[src/rtl/mfcc_pkg.sv]
// mfcc_pkg: shared constants and FSM encoding for the MFCC log-stage sequencer
package mfcc_pkg;
  localparam int NUM_FILTERS = 40;
  localparam int LOG_LAT = 3;
  localparam int RES_DEPTH = 4;
  localparam int DATA_W = 32;
  localparam int IDX_W = $clog2(NUM_FILTERS);
  localparam logic [DATA_W-1:0] LOG_FLOOR = 32'hFFFF_C000;
  typedef enum logic [1:0] {IDLE, RUN, DRAIN, DONE} seq_state_t;
endpackage

[src/rtl/log_frame_sequencer_if.sv]
// log_frame_sequencer_if: mel input, log-unit and coefficient handshakes of the log-stage sequencer
//   slave  : sequencer side (drives mel_ready, log_in*, coef_*, frame_done, busy)
//   master : environment side (filterbank, log unit, DCT stage, control)
interface log_frame_sequencer_if;
  import mfcc_pkg::*;
  logic              frame_start, abort;
  logic [DATA_W-1:0] mel_data;
  logic              mel_valid, mel_ready;
  logic [DATA_W-1:0] log_in;
  logic              log_in_valid;
  logic [DATA_W-1:0] log_res;
  logic              log_res_valid;
  logic [DATA_W-1:0] coef_data;
  logic [IDX_W-1:0]  coef_idx;
  logic              coef_valid, coef_ready, coef_last;
  logic              frame_done, busy;
  modport slave (
    input  frame_start, abort, mel_data, mel_valid, log_res, log_res_valid, coef_ready,
    output mel_ready, log_in, log_in_valid, coef_data, coef_idx, coef_valid, coef_last, frame_done, busy
  );
  modport master (
    output frame_start, abort, mel_data, mel_valid, log_res, log_res_valid, coef_ready,
    input  mel_ready, log_in, log_in_valid, coef_data, coef_idx, coef_valid, coef_last, frame_done, busy
  );
endinterface

[src/rtl/seq_result_fifo.sv]
// seq_result_fifo: synchronous FIFO for {log result, filter index}
//   clk, rst (async, active-high), flush (sync clear), push/wdata, pop/rdata (head), cnt (occupancy)
//   Writer never pushes when full and reader never pops when empty; the credit scheme guarantees it.
module seq_result_fifo #(
  parameter int W = 8,
  parameter int DEPTH = 4
) (
  input  logic                   clk,
  input  logic                   rst,
  input  logic                   flush,
  input  logic                   push,
  input  logic                   pop,
  input  logic [W-1:0]           wdata,
  output logic [W-1:0]           rdata,
  output logic [$clog2(DEPTH):0] cnt
);
  localparam int AW = $clog2(DEPTH);
  logic [W-1:0] mem [DEPTH];
  logic [AW-1:0] wp, rp;
  assign rdata = mem[rp];
  always_ff @(posedge clk or posedge rst)
    if (rst) begin
      wp <= '0;
      rp <= '0;
      cnt <= '0;
    end else if (flush) begin
      wp <= '0;
      rp <= '0;
      cnt <= '0;
    end else begin
      wp <= wp + AW'(push);
      rp <= rp + AW'(pop);
      cnt <= cnt + (AW+1)'(push) - (AW+1)'(pop);
    end
  always_ff @(posedge clk)
    if (push) mem[wp] <= wdata;
endmodule

[src/rtl/log_frame_sequencer.sv]
// log_frame_sequencer: per-frame scheduler feeding mel energies to the shared log unit
//   clk, rst (async, active-high); b: log_frame_sequencer_if.slave
//     mel_*  : filterbank input, back-pressured outside RUN or without credit
//     log_*  : registered issue to the log unit, fixed-latency results back
//     coef_* : indexed results to the DCT stage from the result FIFO head
//     frame_start/abort/frame_done/busy : frame control
//   Optional macro LOG_FLOOR_EN: zero-energy inputs yield LOG_FLOOR instead of the log result.
module log_frame_sequencer
  import mfcc_pkg::*;
(
  input logic clk,
  input logic rst,
  log_frame_sequencer_if.slave b
);
  localparam int ICW = $clog2(NUM_FILTERS + 1);
  localparam int CW = $clog2(LOG_LAT + 2);
  localparam int FW = $clog2(RES_DEPTH) + 1;
  seq_state_t state, state_nxt;
  logic [ICW-1:0] issue_cnt;
  logic [IDX_W-1:0] ret_idx;
  logic [CW-1:0] inflight, drop_cnt;
  logic [FW-1:0] fifo_cnt;
  logic [DATA_W-1:0] log_in, res_word;
  logic [DATA_W+IDX_W-1:0] head;
  logic log_in_valid, start, issue, ret_raw, ret, drop, credit;
  // A result slot is reserved from issue until it leaves the FIFO, so pushes never overflow.
  assign credit = int'(fifo_cnt) + int'(inflight) < RES_DEPTH;
  assign b.mel_ready = state == RUN && credit && issue_cnt < ICW'(NUM_FILTERS);
  assign start = state == IDLE && b.frame_start && drop_cnt == '0;
  assign issue = b.mel_valid && b.mel_ready && !b.abort;
  assign drop = b.log_res_valid && drop_cnt != '0;
  assign ret_raw = b.log_res_valid && drop_cnt == '0 && inflight != '0;
  assign ret = ret_raw && !b.abort;
`ifdef LOG_FLOOR_EN
  // Zero flag rides alongside the registered operand, so LOG_LAT stages line it up with log_res.
  logic [LOG_LAT-1:0] zero_pipe;
  always_ff @(posedge clk or posedge rst)
    if (rst) zero_pipe <= '0;
    else zero_pipe <= LOG_LAT'({zero_pipe, log_in_valid && log_in == '0});
  assign res_word = zero_pipe[LOG_LAT-1] ? LOG_FLOOR : b.log_res;
`else
  assign res_word = b.log_res;
`endif
  seq_result_fifo #(.W(DATA_W + IDX_W), .DEPTH(RES_DEPTH)) u_fifo (
    .clk(clk), .rst(rst), .flush(b.abort), .push(ret), .pop(b.coef_valid && b.coef_ready),
    .wdata({res_word, ret_idx}), .rdata(head), .cnt(fifo_cnt)
  );
  always_comb begin
    state_nxt = state;
    case (state)
      IDLE:    state_nxt = start ? RUN : IDLE;
      RUN:     state_nxt = issue && issue_cnt == ICW'(NUM_FILTERS - 1) ? DRAIN : RUN;
      DRAIN:   state_nxt = inflight == '0 && fifo_cnt == '0 ? DONE : DRAIN;
      DONE:    state_nxt = IDLE;
      default: state_nxt = IDLE;
    endcase
    if (b.abort) state_nxt = IDLE;
  end
  // On abort, results already in the log pipe are counted out by drop_cnt instead of pushed.
  always_ff @(posedge clk or posedge rst)
    if (rst) begin
      state <= IDLE;
      issue_cnt <= '0;
      ret_idx <= '0;
      inflight <= '0;
      drop_cnt <= '0;
      log_in <= '0;
      log_in_valid <= 1'b0;
    end else begin
      state <= state_nxt;
      issue_cnt <= b.abort || start ? '0 : issue_cnt + ICW'(issue);
      ret_idx <= b.abort || start ? '0 : ret_idx + IDX_W'(ret);
      inflight <= b.abort ? '0 : inflight + CW'(issue) - CW'(ret);
      drop_cnt <= drop_cnt - CW'(drop) + (b.abort ? inflight - CW'(ret_raw) : '0);
      log_in_valid <= issue;
      if (issue) log_in <= b.mel_data;
    end
  assign b.log_in = log_in;
  assign b.log_in_valid = log_in_valid;
  assign b.coef_valid = fifo_cnt != '0;
  assign b.coef_data = b.coef_valid ? head[DATA_W+IDX_W-1:IDX_W] : '0;
  assign b.coef_idx = b.coef_valid ? head[IDX_W-1:0] : '0;
  assign b.coef_last = b.coef_valid && b.coef_idx == IDX_W'(NUM_FILTERS - 1);
  assign b.frame_done = state == DONE;
  assign b.busy = state != IDLE;
endmodule

[src/flat_wrapper.sv]
// flat-port wrapper written by rule: the top's interface ports become plain ports
module log_frame_sequencer_flat import mfcc_pkg::*;
  (clk, rst, b_frame_start, b_abort, b_mel_data, b_mel_valid, b_log_res, b_log_res_valid, b_coef_ready, b_mel_ready, b_log_in, b_log_in_valid, b_coef_data, b_coef_idx, b_coef_valid, b_coef_last, b_frame_done, b_busy);
  log_frame_sequencer_if b_i ();
  input logic clk;
  input logic rst;
  input wire logic [$bits(b_i.frame_start)-1:0] b_frame_start;
  input wire logic [$bits(b_i.abort)-1:0] b_abort;
  input wire logic [$bits(b_i.mel_data)-1:0] b_mel_data;
  input wire logic [$bits(b_i.mel_valid)-1:0] b_mel_valid;
  input wire logic [$bits(b_i.log_res)-1:0] b_log_res;
  input wire logic [$bits(b_i.log_res_valid)-1:0] b_log_res_valid;
  input wire logic [$bits(b_i.coef_ready)-1:0] b_coef_ready;
  output wire logic [$bits(b_i.mel_ready)-1:0] b_mel_ready;
  output wire logic [$bits(b_i.log_in)-1:0] b_log_in;
  output wire logic [$bits(b_i.log_in_valid)-1:0] b_log_in_valid;
  output wire logic [$bits(b_i.coef_data)-1:0] b_coef_data;
  output wire logic [$bits(b_i.coef_idx)-1:0] b_coef_idx;
  output wire logic [$bits(b_i.coef_valid)-1:0] b_coef_valid;
  output wire logic [$bits(b_i.coef_last)-1:0] b_coef_last;
  output wire logic [$bits(b_i.frame_done)-1:0] b_frame_done;
  output wire logic [$bits(b_i.busy)-1:0] b_busy;
  assign b_i.frame_start = b_frame_start;
  assign b_i.abort = b_abort;
  assign b_i.mel_data = b_mel_data;
  assign b_i.mel_valid = b_mel_valid;
  assign b_i.log_res = b_log_res;
  assign b_i.log_res_valid = b_log_res_valid;
  assign b_i.coef_ready = b_coef_ready;
  assign b_mel_ready = b_i.mel_ready;
  assign b_log_in = b_i.log_in;
  assign b_log_in_valid = b_i.log_in_valid;
  assign b_coef_data = b_i.coef_data;
  assign b_coef_idx = b_i.coef_idx;
  assign b_coef_valid = b_i.coef_valid;
  assign b_coef_last = b_i.coef_last;
  assign b_frame_done = b_i.frame_done;
  assign b_busy = b_i.busy;
  log_frame_sequencer u_core (.clk(clk), .rst(rst), .b(b_i));
endmodule
[config.mk]
export PLATFORM = sky130hd
export DESIGN_NAME = log_frame_sequencer_flat
export DESIGN_NICKNAME = d
export VERILOG_FILES = /design/src/rtl/mfcc_pkg.sv /design/src/rtl/log_frame_sequencer_if.sv /design/src/rtl/seq_result_fifo.sv /design/src/rtl/log_frame_sequencer.sv /design/src/flat_wrapper.sv
export SDC_FILE = /design/constraint.sdc
export NUM_CORES = 1
export LEC_CHECK = 0
export ABC_AREA = 1
export ABC_CLOCK_PERIOD_IN_PS = 4400
export BUFFER_PORTS_ARGS = -buffer_cell sky130_fd_sc_hd__buf_2
export CORE_AREA = 2 2 126 128
export CTS_BUF_LIST = sky130_fd_sc_hd__clkbuf_2
export DETAILED_ROUTE_END_ITERATION = 6
export DIE_AREA = 0 0 128 130
export HOLD_SLACK_MARGIN = 0.15
export PLACE_DENSITY = 0.81
export SYNTH_ARGS = -nofsm -noshare
export SYNTH_HDL_FRONTEND = slang
export SYNTH_SLANG_ARGS = --single-unit
[constraint.sdc]
create_clock -name clk -period 4.4 [get_ports clk]
set_input_delay 1.1 -clock clk [delete_from_list [all_inputs] [get_ports clk]]
set_output_delay 1.1 -clock clk [all_outputs]
set_load 0.03 [all_outputs]
# After elaboration in Yosys (flattened, before gate mapping)
# Memory sizes are Yosys's and may differ from the RTL's.
# Cells that the tools add are included.
# op_classes
reduce_logical	24
addsub	12
n_eq_ne	5
muxes	16
order_cmp	2
# ops
operator	count
$lt A32 B4 Y1 const B	1
$mux W32	1
$mux W6	3
$logic_and A1 B1 Y1	14
$add A6 B1 Y6	2
$eq A6 B6 Y1 const B	2
$sub A3 B1 Y3	4
$logic_not A3 Y1	3
$mux W3	3
$reduce_bool A3 Y1	3
$mux W2	4
$pmux W2 S4	1
$add A3 B1 Y3	2
$lt A6 B6 Y1 const B	1
$add A2 B1 Y2	2
$add A3 B3 Y4	1
$eq A2 B2 Y1 const B	2
$mux W1	4
$add A3 B3 Y3	1
$eq A2 B1 Y1 const B	1
$logic_not A2 Y1	1
$reduce_bool A2 Y1	1
$logic_not A1 Y1	1
$logic_or A1 B1 Y1	1
# totals
output_inout_bits	76
memories	1
inputBits	71
register_bits	60
ramBits	152
wordCells	70
# memory_table
name	words	word_bits	read_ports	rd_clocked_by_memory_dff	write_ports	line_no	rtl
u_core.u_fifo.mem	4	38	1	0	1	seq_result_fifo.sv:18	logic [W-1:0] mem [DEPTH];

# Logic depth before layout (Yosys ltp)
# depth
depth_word	10
ltp_mapped	14
depth_no_buf	13

# Cells and area by module
# A second synthesis with hierarchy kept.
# hier_totals
hier_cells	847
area_unflattened_um2	9341.5
# modules_own_cells
module	seq_area_each_um2	instances	area_per_inst_um2	cells_each
seq_result_fifo	4739.5	1	6565.0	487
log_frame_sequencer	1326.3	1	2776.4	360

# Least setup slack after synthesis
# OpenSTA, ideal clock, no wires.
# synth_path
kind	in2reg
start	in b_abort
end	mem u_core.u_fifo.mem[2][0] in the netlist's numbering, enable pin
arrival_ps	4149
slack_ps	-230
t_required_ps	3919
path_buffers	1
cell_stages	4
setup_time_ps	481
path_cell_list	buf_2 -> inv_1 -> nand2_1 -> nor3_1
# synth_between
elab_chain_cells	4
# synth_rtl
item	line_no	rtl
from (decl)	flat_wrapper.sv:8	input wire logic [$bits(b_i.abort)-1:0] b_abort;
$logic_not A1 Y1	log_frame_sequencer.sv:33	assign ret = ret_raw && !b.abort;
$logic_and A1 B1 Y1	log_frame_sequencer.sv:33	
$mux W1	seq_result_fifo.sv:36	if (push) mem[wp] <= wdata;
$mux W1 (implied by the code)	seq_result_fifo.sv:36	
to (decl)	seq_result_fifo.sv:18	
# No other way between the ends.

# Worst setup path in the final report
# layout_path
start	reg u_core.u_fifo.rp[1]
end	out b_coef_last
# layout_between
elab_chain_cells	4
# layout_rtl
item	line_no	rtl
from (decl)	seq_result_fifo.sv:19	logic [AW-1:0] wp, rp;
from (signal assigned)	seq_result_fifo.sv:32	rp <= rp + AW'(pop);
$mem_v2 Z4 W38	n/a	
$mux W6	log_frame_sequencer.sv:82	assign b.coef_idx = b.coef_valid ? head[IDX_W-1:0] : '0;
$eq A6 B6 Y1	log_frame_sequencer.sv:83	assign b.coef_last = b.coef_valid && b.coef_idx == IDX_W'(NUM_FILTERS - 1);
$logic_and A1 B1 Y1	log_frame_sequencer.sv:83	
to (decl)	flat_wrapper.sv:20	output wire logic [$bits(b_i.coef_last)-1:0] b_coef_last;
# No other way between the ends.

==> impl_metrics.sql <==
INSERT INTO impl_metrics (metric_group, metric, value, unit) VALUES
('global_route', 'grt_start_max_net_pins', '77', ''),
('sta', 'clock.fmax', '257', 'MHz'),
('finish', 'area_of_the_multi_input_gates', '0.00232', 'mm²'),
('clocking', 'clock_insertion_delay_worst_skew', '0.77', 'ns'),
('critical_path', 'criticalPathCategory', 'reg2out', ''),
('finish', 'seqCellArea', '0.00607', 'mm²'),
('clocking', 'cts-htree-levels', '2', ''),
('placed_design', 'numPortBuffers', '146', ''),
('die', 'core_area', '0.0154', 'mm²'),
('clocking', 'clockRootBuffer', 'clkbuf_2', ''),
('clocking', 'hold_buffers', '0', ''),
('finish', 'fin_nets', '1034', ''),
('drt', 'vias_per_cell', '5.19', ''),
('run_status', 'run_status', 'complete, no violations', ''),
('sta', 'worst_slew_margin_relative_to_its_limit', '35.2', '%'),
('critical_path', 'path_max_fanout', '26', ''),
('drt', 'first_iter_violations', '491', ''),
('placed_design', 'dp_slack', '1.15', 'ns'),
('synthesis', 'synth_cell_type_count', '32', ''),
('drt', 'detail_route.first_pass.iterations', '4', ''),
('critical_path', 'worst_path_largest_cell_delay', '0.70', 'ns'),
('placed_design', 'dpl.hpwl', '10400', 'µm'),
('sta', 'finalHoldViolations', '0', ''),
('critical_path', 'crit_chain', 'inv_1 > o21ai_0 > o21ai_0 > nand2_1 > nor3_2 > buf_2', ''),
('sta', 'post-route-min-period', '3.89', 'ns'),
('critical_path', 'startpoint_type', 'flip-flop', ''),
('finish', 'layout_common_cells', '171 x nor2_1, 152 x edfxtp_1, 146 x buf_2', ''),
('synthesis', 'syn_area', '0.00872', 'mm²'),
('sta', 'setup_tns_final', '0', 'ns'),
('placed_design', 'placement.cell_area', '0.00959', 'mm²'),
('critical_path', 'r2r_cells', '11', ''),
('die', 'die_height', '130', 'µm'),
('finish', 'final_cells', '1167', ''),
('finish', 'final_common_cell', 'nor2_1', ''),
('critical_path', 'critical-path-top-cell-by-count', 'o21ai_0', ''),
('sta', 'report.final.slew_viol_count', '0', ''),
('die', 'start_util', '56.5', '%'),
('clocking', 'max-clock-path-buffers', '3', ''),
('critical_path', 'cp_num_buf_inv', '2', ''),
('power_and_ir_drop', 'leakagePower', '4.44', 'nW'),
('sta', 'final-setup-viol-count', '0', ''),
('die', 'floorplan_die_width', '128', 'µm'),
('hold_path', 'hold-path-cell-count', '2', ''),
('job', 'maximum_capacitance_violations', '0', ''),
('finish', 'area_overhead_vs_synth', '14.5', '%'),
('die', 'die_area', '0.0166', 'mm²'),
('critical_path', 'timing.critical_path.max_delay_family', 'buffers and inverters', ''),
('global_route', 'grtUsageTotal', '21.5', '%'),
('critical_path', 'worstSetupEndpointType', 'output pin', ''),
('global_route', 'overflow', '0', ''),
('die', 'placement_rows', '46', ''),
('power_and_ir_drop', 'fin_total_pwr', '5.61', 'mW'),
('critical_path', 'worstPathArrival', '2.79', 'ns'),
('sta', 'tightestPinTransition', '0.971', 'ns'),
('synthesis', 'synth_sequential_area_ratio', '69.6', '%'),
('drt', 'wl_per_cell', '15.2', 'µm'),
('clocking', 'post_cts_buffers', '0', ''),
('placed_design', 'post-place-cells', '1084', ''),
('power_and_ir_drop', 'power_density', '561', 'mW/mm²'),
('sta', 'fin_worst_skew', '0.0496', 'ns'),
('clocking', 'clock_input_transition_at_the_sequential_cells_of_the_worst_setup_and_hold_paths', '0.11', 'ns'),
('synthesis', 'synth_area_per_cell', '11.3', 'µm²'),
('hold_path', 'timing.hold.worst.class', 'reg2reg', ''),
('synthesis', 'synth_seq_cells', '212', ''),
('critical_path', 'timing.critical_path.required', '3.30', 'ns'),
('finish', 'fraction_of_final_layout_cells_with_drive_strength_greater_than_1', '26.2', '%'),
('critical_path', 'critical_path_depth', '6', ''),
('synthesis', 'synth.net_count', '863', ''),
('clocking', 'clock_sinks', '212', ''),
('critical_path', 'crit_slowest_cell', 'inv_1', ''),
('die', 'num_io_pins', '147', '');
==> cells in the mapped netlist <==
cell / number / area, µm²
a21oi_1: 40 / 200
and3_1: 1 / 6.26
buf_1: 4 / 15.0
buf_2: 19 / 95.1
buf_4: 1 / 7.51
buf_6: 3 / 33.8
buf_8: 1 / 15.0
clkbuf_1: 7 / 26.3
clkinv_4: 1 / 8.76
dfrtp_1: 60 / 1500
edfxtp_1: 152 / 4560
fa_1: 3 / 60.1
ha_1: 17 / 213
inv_1: 38 / 143
inv_2: 3 / 11.3
nand2_1: 128 / 480
nand2_2: 9 / 56.3
nand2_4: 1 / 11.3
nand3_1: 13 / 65.1
nand3_2: 1 / 10.0
nand4_1: 2 / 12.5
nor2_1: 171 / 642
nor2_2: 1 / 6.26
nor2_4: 1 / 11.3
nor3_1: 6 / 30.0
nor3_2: 1 / 10.0
nor3b_1: 4 / 30.0
o21ai_0: 73 / 365
o21ai_1: 1 / 5.00
or2_2: 2 / 12.5
xnor2_1: 3 / 26.3
xor2_1: 5 / 43.8
==> area by class of cell <==
cell class                      instances  area share (%)
Clock buffer                           70            3.51
Multi-Input combinational cell        483            23.2
Clock inverter                         12           0.476
Antenna cell                            1          0.0251
Tap cell                              192            2.41
Inverter                               42            1.63
Timing Repair Buffer                  155            7.99
Sequential cell                       212            60.8
==> metrics by stage <==
step	utilization, %	hold WS (ns)
3_3_place_gp	62.1	0.461
6_report	64.7	0.489
3_5_place_dp	62.1	0.464
5_1_grt	64.7	0.456
4_1_cts	64.7	0.469
2_1_floorplan	-	0.476
==> final timing paths <==
check | start | to | slack, ns
setup / recovery | u_core.u_fifo.rp[1] | b_coef_last | 0.51
hold / removal | u_core.b.log_in[23] | u_core.b.log_in[23] | 0.49
setup reg to reg | u_core.u_fifo.cnt[1] | u_core.u_fifo.cnt[2] | 1.61
hold reg to reg | u_core.b.log_in[23] | u_core.b.log_in[23] | 0.49
max in group asynchronous | rst | u_core.b.log_in[25] | 3.05
min in group asynchronous | rst | u_core.b.log_in[14] | 0.56
==> worst reg2reg max path: stages, from the launching register on <==
cell,delay (ns)
dfrtp_1,0.47
nor2_1,0.13
nand2_1,0.16
inv_2,0.60
nor2_1,0.15
ha_1,0.31
inv_1,0.05
ha_1,0.13
inv_1,0.05
fa_1,0.38
o21ai_0,0.19
a21oi_1,0.06
==> flip-flops by register name, summed over array words and instances, names as in the netlist <==
| name | flops |
|---|---|
| u_core.b.log_in | 32 |
| u_core.b.log_in_valid | 1 |
| u_core.drop_cnt | 3 |
| u_core.inflight | 3 |
| u_core.issue_cnt | 6 |
| u_core.ret_idx | 6 |
| u_core.state | 2 |
| u_core.u_fifo.cnt | 3 |
| u_core.u_fifo.mem | 152 |
| u_core.u_fifo.rp | 2 |
| u_core.u_fifo.wp | 2 |
==> cells by family after synthesis <==
kind of cell | share of synthesized area (%)
compound gates | 6.54
xor+xnor | 0.804
fa+ha+maj | 3.13
buf+inv | 4.08
flops | 69.6
simple gates | 15.9
==> power breakdown <==
part           switching [mW]  internal [mW]
logic                    1.54          0.550
registers              0.0924           2.29
clock network           0.714          0.422
==> routing by layer <==
metal  track usage [%]  part of all wire (%)  vias to the layer above
li1                  -                     -                     2955
met1              27.0                    42                     2799
met2              36.2                    48                      273
met3              5.70                   7.8                       27
met4              8.47                   2.3                        0
met5                 0                     0                        -
Note: power is estimated with default switching activity, not from simulation.
